**src/rtl/ntt_param.svh**
```systemverilog
// Shared NTT sizing: coefficient width, polynomial length and the derived beat count.
`ifndef NTT_PARAM_SVH
`define NTT_PARAM_SVH
`define DATA_WIDTH 16
`define NTT_N 256
`define NTT_BEATS (`NTT_N / 2)
`endif

```
**src/rtl/ntt_collect_pkg.sv**
```systemverilog
// Types and constants shared by the NTT output collector and its bench.
`include "ntt_param.svh"

package ntt_collect_pkg;

   localparam int unsigned DataWidth = `DATA_WIDTH;
   localparam int unsigned PolyLen   = `NTT_N;
   localparam int unsigned Beats     = `NTT_BEATS;

   typedef logic [1:0] state_t;

   localparam state_t StIdle  = 2'd0;
   localparam state_t StFill  = 2'd1;
   localparam state_t StDrain = 2'd2;

endpackage

```
**src/rtl/coef_bank.sv**
```systemverilog
// One half of the collector buffer: simple dual-port RAM with a registered, enabled read.
module coef_bank #(
   parameter int unsigned Depth = 128,
   parameter int unsigned Width = 16
) (
   input  logic                     clk_i,
   input  logic                     we_i,
   input  logic [$clog2(Depth)-1:0] waddr_i,
   input  logic [Width-1:0]         wdata_i,
   input  logic                     re_i,
   input  logic [$clog2(Depth)-1:0] raddr_i,
   output logic [Width-1:0]         rdata_o
);

   logic [Width-1:0] mem [Depth];

   // No reset: contents are always rewritten before they are read.
   always_ff @(posedge clk_i) begin
      if (we_i) mem[waddr_i] <= wdata_i;
      if (re_i) rdata_o <= mem[raddr_i];
   end

endmodule

```
**src/rtl/ntt_collect.sv**
```systemverilog
// Collects NTT butterfly output pairs (k, k+N/2) into two banks, then streams the
// polynomial out in natural order over a valid/ready interface.
`include "ntt_param.svh"

module ntt_collect
   import ntt_collect_pkg::*;
#(
   parameter int unsigned N = `NTT_N,
   parameter int unsigned W = `DATA_WIDTH
) (
   input  logic                 clk,
   input  logic                 rst,
   input  logic                 in_en,
   input  logic [W-1:0]         in1,
   input  logic [W-1:0]         in2,
   input  logic                 flush,
   output logic                 out_valid,
   input  logic                 out_ready,
   output logic [W-1:0]         out_data,
   output logic [$clog2(N)-1:0] out_idx,
   output logic                 out_last,
   output logic                 busy,
   output logic                 done,
   output logic                 overflow
);

   localparam int unsigned Half = N / 2;
   localparam int unsigned IW   = $clog2(N);
   localparam int unsigned AW   = $clog2(Half);

   state_t         state_q, state_d;
   logic [AW-1:0]  wr_cnt_q, wr_cnt_d;
   logic [IW:0]    rd_cnt_q, rd_cnt_d;
   logic           out_valid_q, out_valid_d;
   logic [IW-1:0]  out_idx_q, out_idx_d;
   logic           done_q, done_d;
   logic           ovf_q, ovf_d;

   logic           wr_fire, wr_last, rd_more, rd_adv, last_hs;
   logic [W-1:0]   lo_rdata, up_rdata;

   assign wr_fire  = in_en && !flush && (state_q != StDrain);
   assign wr_last  = (wr_cnt_q == AW'(Half - 1));
   assign rd_more  = (rd_cnt_q != (IW + 1)'(N));
   // Advance the read pipeline whenever the output slot is empty or being consumed.
   assign rd_adv   = (state_q == StDrain) && rd_more && (!out_valid_q || out_ready);
   assign out_last = out_valid_q && (out_idx_q == IW'(N - 1));
   assign last_hs  = out_valid_q && out_ready && out_last;

   always_comb begin
      state_d     = state_q;
      wr_cnt_d    = wr_cnt_q;
      rd_cnt_d    = rd_cnt_q;
      out_valid_d = out_valid_q;
      out_idx_d   = out_idx_q;
      ovf_d       = ovf_q;
      done_d      = 1'b0;
      if (flush) begin
         state_d     = StIdle;
         wr_cnt_d    = '0;
         rd_cnt_d    = '0;
         out_valid_d = 1'b0;
         out_idx_d   = '0;
         ovf_d       = 1'b0;
      end else begin
         case (state_q)
            StIdle, StFill: begin
               if (in_en) begin
                  if (wr_last) begin
                     state_d  = StDrain;
                     wr_cnt_d = '0;
                     rd_cnt_d = '0;
                  end else begin
                     state_d  = StFill;
                     wr_cnt_d = wr_cnt_q + 1'b1;
                  end
               end
            end
            StDrain: begin
               if (in_en) ovf_d = 1'b1;
               if (rd_adv) begin
                  rd_cnt_d    = rd_cnt_q + 1'b1;
                  out_valid_d = 1'b1;
                  out_idx_d   = rd_cnt_q[IW-1:0];
               end
               if (last_hs) begin
                  state_d     = StIdle;
                  out_valid_d = 1'b0;
                  done_d      = 1'b1;
               end
            end
            default: state_d = StIdle;
         endcase
      end
   end

   always_ff @(posedge clk or posedge rst) begin
      if (rst) begin
         state_q     <= StIdle;
         wr_cnt_q    <= '0;
         rd_cnt_q    <= '0;
         out_valid_q <= 1'b0;
         out_idx_q   <= '0;
         done_q      <= 1'b0;
         ovf_q       <= 1'b0;
      end else begin
         state_q     <= state_d;
         wr_cnt_q    <= wr_cnt_d;
         rd_cnt_q    <= rd_cnt_d;
         out_valid_q <= out_valid_d;
         out_idx_q   <= out_idx_d;
         done_q      <= done_d;
         ovf_q       <= ovf_d;
      end
   end

   coef_bank #(
      .Depth (Half),
      .Width (W)
   ) u_bank_lo (
      .clk_i   (clk),
      .we_i    (wr_fire),
      .waddr_i (wr_cnt_q),
      .wdata_i (in1),
      .re_i    (rd_adv && !rd_cnt_q[IW-1]),
      .raddr_i (rd_cnt_q[AW-1:0]),
      .rdata_o (lo_rdata)
   );

   coef_bank #(
      .Depth (Half),
      .Width (W)
   ) u_bank_up (
      .clk_i   (clk),
      .we_i    (wr_fire),
      .waddr_i (wr_cnt_q),
      .wdata_i (in2),
      .re_i    (rd_adv && rd_cnt_q[IW-1]),
      .raddr_i (rd_cnt_q[AW-1:0]),
      .rdata_o (up_rdata)
   );

   // Bank read data holds while stalled, so gating by valid keeps outputs stable and zero in reset.
   assign out_data  = out_valid_q ? (out_idx_q[IW-1] ? up_rdata : lo_rdata) : '0;
   assign out_valid = out_valid_q;
   assign out_idx   = out_idx_q;
   assign busy      = (state_q != StIdle);
   assign done      = done_q;
   assign overflow  = ovf_q;

endmodule

```
**config.mk**
```make
export PLATFORM = sky130hd
export DESIGN_NAME = ntt_collect
export DESIGN_NICKNAME = d
export VERILOG_FILES = /design/src/rtl/ntt_collect_pkg.sv /design/src/rtl/coef_bank.sv /design/src/rtl/ntt_collect.sv
export VERILOG_INCLUDE_DIRS = /design/src /design/src/rtl
export SDC_FILE = /design/constraint.sdc
export NUM_CORES = 2
export LEC_CHECK = 0
export ABC_CLOCK_PERIOD_IN_PS = 8800
export CELL_PAD_IN_SITES_DETAIL_PLACEMENT = 1
export CELL_PAD_IN_SITES_GLOBAL_PLACEMENT = 1
export CORE_MARGIN = 2
export CORE_UTILIZATION = 54
export CTS_CLUSTER_DIAMETER = 100
export CTS_CLUSTER_SIZE = 16
export DETAILED_ROUTE_END_ITERATION = 10
export HOLD_SLACK_MARGIN = 0.12
export PLACE_DENSITY = 0.74
export SYNTH_ARGS = -nofsm -noshare
export SYNTH_HDL_FRONTEND = slang
export SYNTH_SLANG_ARGS = --single-unit
```
**constraint.sdc**
```tcl
create_clock -name clk -period 8.8 [get_ports clk]
set_input_delay 1.76 -clock clk [delete_from_list [all_inputs] [get_ports clk]]
set_output_delay 1.76 -clock clk [all_outputs]
set_load 0.05 [all_outputs]
```
==> results.yml <==
grt:
  grt_util_all_layers_pct: 31.8
  grt_overflow: 0
  antenna_found_initial: 37
  grt_pass1_vias: 77378
  grt_max_degree: 122
  grt_pass1_wl_mm: 651
synth:
  synthTopCellsByCount: "edfxtp_1, mux4_2, mux2i_1"
  synth_edf_count: 4128
  avgSynthCellArea_um2: 23.3
  synth_flop_cell: "edfxtp_1"
  yosys_warnings: 0
  ys_seq_elements: 4157
  synth_cell_types: 60
  syn_nets: 6877
  synth_top_area_cell: "edfxtp_1"
  ys_top_cells_by_area: "edfxtp_1, mux4_2, mux2i_1"
  async_flop_share_pct: 0.698
  syn-cell-area_um2: 159000
  yosysSeqAreaShare_pct: 78.4
  yosysTopAreaCellShare_pct: 78.0
  syn_inst: 6837
  synth.most_common_cell: "edfxtp_1"
critical_path:
  startpoint_type: "flop"
  required_ns: 7.04
  cp_max_fo: 16
  cp_slowest_cell: "mux2i_1"
  critPathTopFamily: "buffers and inverters"
  arrival_ns: 3.77
  slowest_delay_ns: 1.07
  path_cells: "buf_4, mux2i_1, nor2b_1, clkdlybuf4s50_1"
  crit_buf_inv: 2
  path_class: "flop to output port"
  end_kind: "output port"
floorplan:
  core_region_area_um2: 294000
  die_x_um: 547
  dieHeight_um: 547
  io_pins: 66
  dieArea_um2: 299000
  start_util_pct: 54.2
  fp-row-count: 199
cells_and_area:
  nFillCells: 23541
  synthToLayoutAreaGrowth_pct: 8.71
  seq_area_um2: 125000
  multiInputGateArea_um2: 33300
  stdcell_count: 10958
  drive_gt1_share_pct: 24.9
  nets: 7016
detailed_routing:
  drc: 0
  ant_nets: 0
  wl_mm: 475
  first_iter_violations: 13874
  wl_per_cell_um: 43.4
  firstDrtPassIters: 6
  vias_per_cell: 7.19
  dr_total_vias: 78746
placement:
  place_congestion: 0.907
  dp_cells: 10596
  portBuffers: 65
  hpwl_mm: 289
timing:
  final.setup.tns_ns: 0
  drv_slew: 0
  fin_crit_sh_pct: 62.8
  grt_setup_unrepaired: "false"
  finClkSkew_ns: 0.0503
  slew_headroom_pct: 3.90
  finalSetupViolCount: 0
  hold_viol: 0
  clock.fmax_mhz: 181
  fin_crit_ns: 5.53
  worstMarginPinSlew_ns: 1.44
clocking:
  cts_hold_buffers: 0
  clockBufferDepth: 4
  clk_latency_ns: 0.94
  numCtsBuffers: 297
  cts.clk_slew.worst_paths_ns: 0.08
  cts.htree.levels: 5
  root_buffer: "clkbuf_16"
  cts_resized: 0
  cts_setup_buffers: 0
  cts_tree: "done"
  cts_sinks: 4157
pwr:
  ir_worst_vdd_v: 0.000177
  power_frac_comb_pct: 1.6
  power_frac_seq_pct: 62.0
  cellPowerDensity_nw_per_um2: 203
  clkPwrFrac_pct: 36.4
  intPower_uw: 28000
  leakage_uw: 0.0507
  p_switching_uw: 7060
  netSwitchingFraction_pct: 20.1
min_path:
  hold_class: "flop to flop"
status:
  status: "complete, no violations"
flow_run:
  maxCapViolations: 0
power groups by stage:
stage	sequential (uW)	combinational, uW	clock [uW]
final	21800	562	12800
after CTS	21800	549	12800
after global placement	22200	511	0
after floorplan	22200	39.0	0
after global routing	21800	569	13400
after detailed placement	22200	551	0
stage by stage:
step | instance area, um^2 | setup slack, ns | hold slack [ns] | util (%) | power (uW)
after floorplan | 159000 | 4.10 | 0.467 | - | 22200
after global placement | 165000 | 2.82 | 0.502 | 56.1 | 22700
after detailed placement | 165000 | 2.71 | 0.515 | 56.2 | 22800
after CTS | 173000 | 3.36 | 0.532 | 58.9 | 35200
after global routing | 173000 | 3.22 | 0.564 | 58.9 | 35700
final | 173000 | 3.27 | 0.526 | 58.9 | 35100
worst reg2reg max path, stage by stage, from the launching register on:
cell	delay (ns)
dfrtp_4	1.00
buf_12	0.58
buf_4	0.87
mux4_2	0.68
a22oi_1	0.22
a21oi_1	0.10
a211oi_1	0.70
a221oi_1	0.43
o21bai_1	0.27
registers in the layout (all words and copies together), names as in the netlist:
name               count
u_bank_lo.mem       2048
u_bank_up.mem       2048
u_bank_lo.rdata_o     16
u_bank_up.rdata_o     16
rd_cnt_q               9
out_idx                8
wr_cnt_q               7
state_q                2
done                   1
out_valid              1
overflow               1
layer usage:
metal / vias to the layer above / share of wire [%] / wire [um] / global-route usage (%)
met1: 42473 / 37 / 175000 / 46.0
li1: 29331 / - / - / -
met3: 874 / 12 / 59300 / 7.32
met2: 6048 / 45 / 215000 / 47.0
met4: 20 / 5.5 / 26200 / 14.3
met5: - / 0.030 / 145 / 0
final timing paths:
path / startpoint / to / slack, ns / cells past startpoint
max: out_idx[7] / out_data[1] / 3.27 / 4
min: overflow / overflow / 0.53 / 2
max reg2reg: rd_cnt_q[0] / u_bank_lo.rdata_o[5] / 3.69 / 8
min reg2reg: overflow / overflow / 0.53 / 2
max in group asynchronous: rst / rd_cnt_q[0] / 6.36 / 2
min in group asynchronous: rst / out_idx[0] / 1.50 / 2
layout by cell type, fill, tap and decap left out, types with 9 or more instances in the layout:
cell type and instances:
a221oi_1 18, nor2_1 42, nor4_1 16, nor3_1 16, o21ai_0 46, inv_6 9
o211ai_1 11, o221ai_1 21, nor2b_1 30, o31ai_1 13, a22oi_1 102, buf_4 164
o22ai_1 89, mux2_2 13, clkbuf_1 30, buf_12 15, a31oi_1 24, a211oi_1 11
edfxtp_1 4128, nor2_4 129, nand3_1 50, a21oi_1 76, nand2_1 117, mux2i_1 299
clkbuf_16 305, clkdlybuf4s50_1 33, mux4_2 1059, dfrtp_1 22
cell type report:
cell class	instances	share of cell area, %
clock inverters	19	0.154
diodes	8	0.0116
well taps	3919	2.84
repair buffers	213	1.08
inverters	13	0.0355
flip-flops and latches	4157	72.1
clock buffers	335	4.48
multi-input cells	2294	19.3
logic make-up (layout without fill, tap and decap cells):
| logic type | count (synthesis) | count (layout) | share of synthesized area, % |
|---|---|---|---|
| compound gates | 459 | 459 | 1.96 |
| xor+xnor | 3 | 3 | 0.0165 |
| fa+ha+maj | 3 | 3 | 0.0236 |
| buf+inv | 386 | 580 | 1.34 |
| flops | 4157 | 4157 | 78.4 |
| mux | 1371 | 1371 | 17.0 |
| other cells | 0 | 8 | 0 |
| simple gates | 458 | 458 | 1.28 |
No activity file was read; power rests on OpenSTA's default activity.
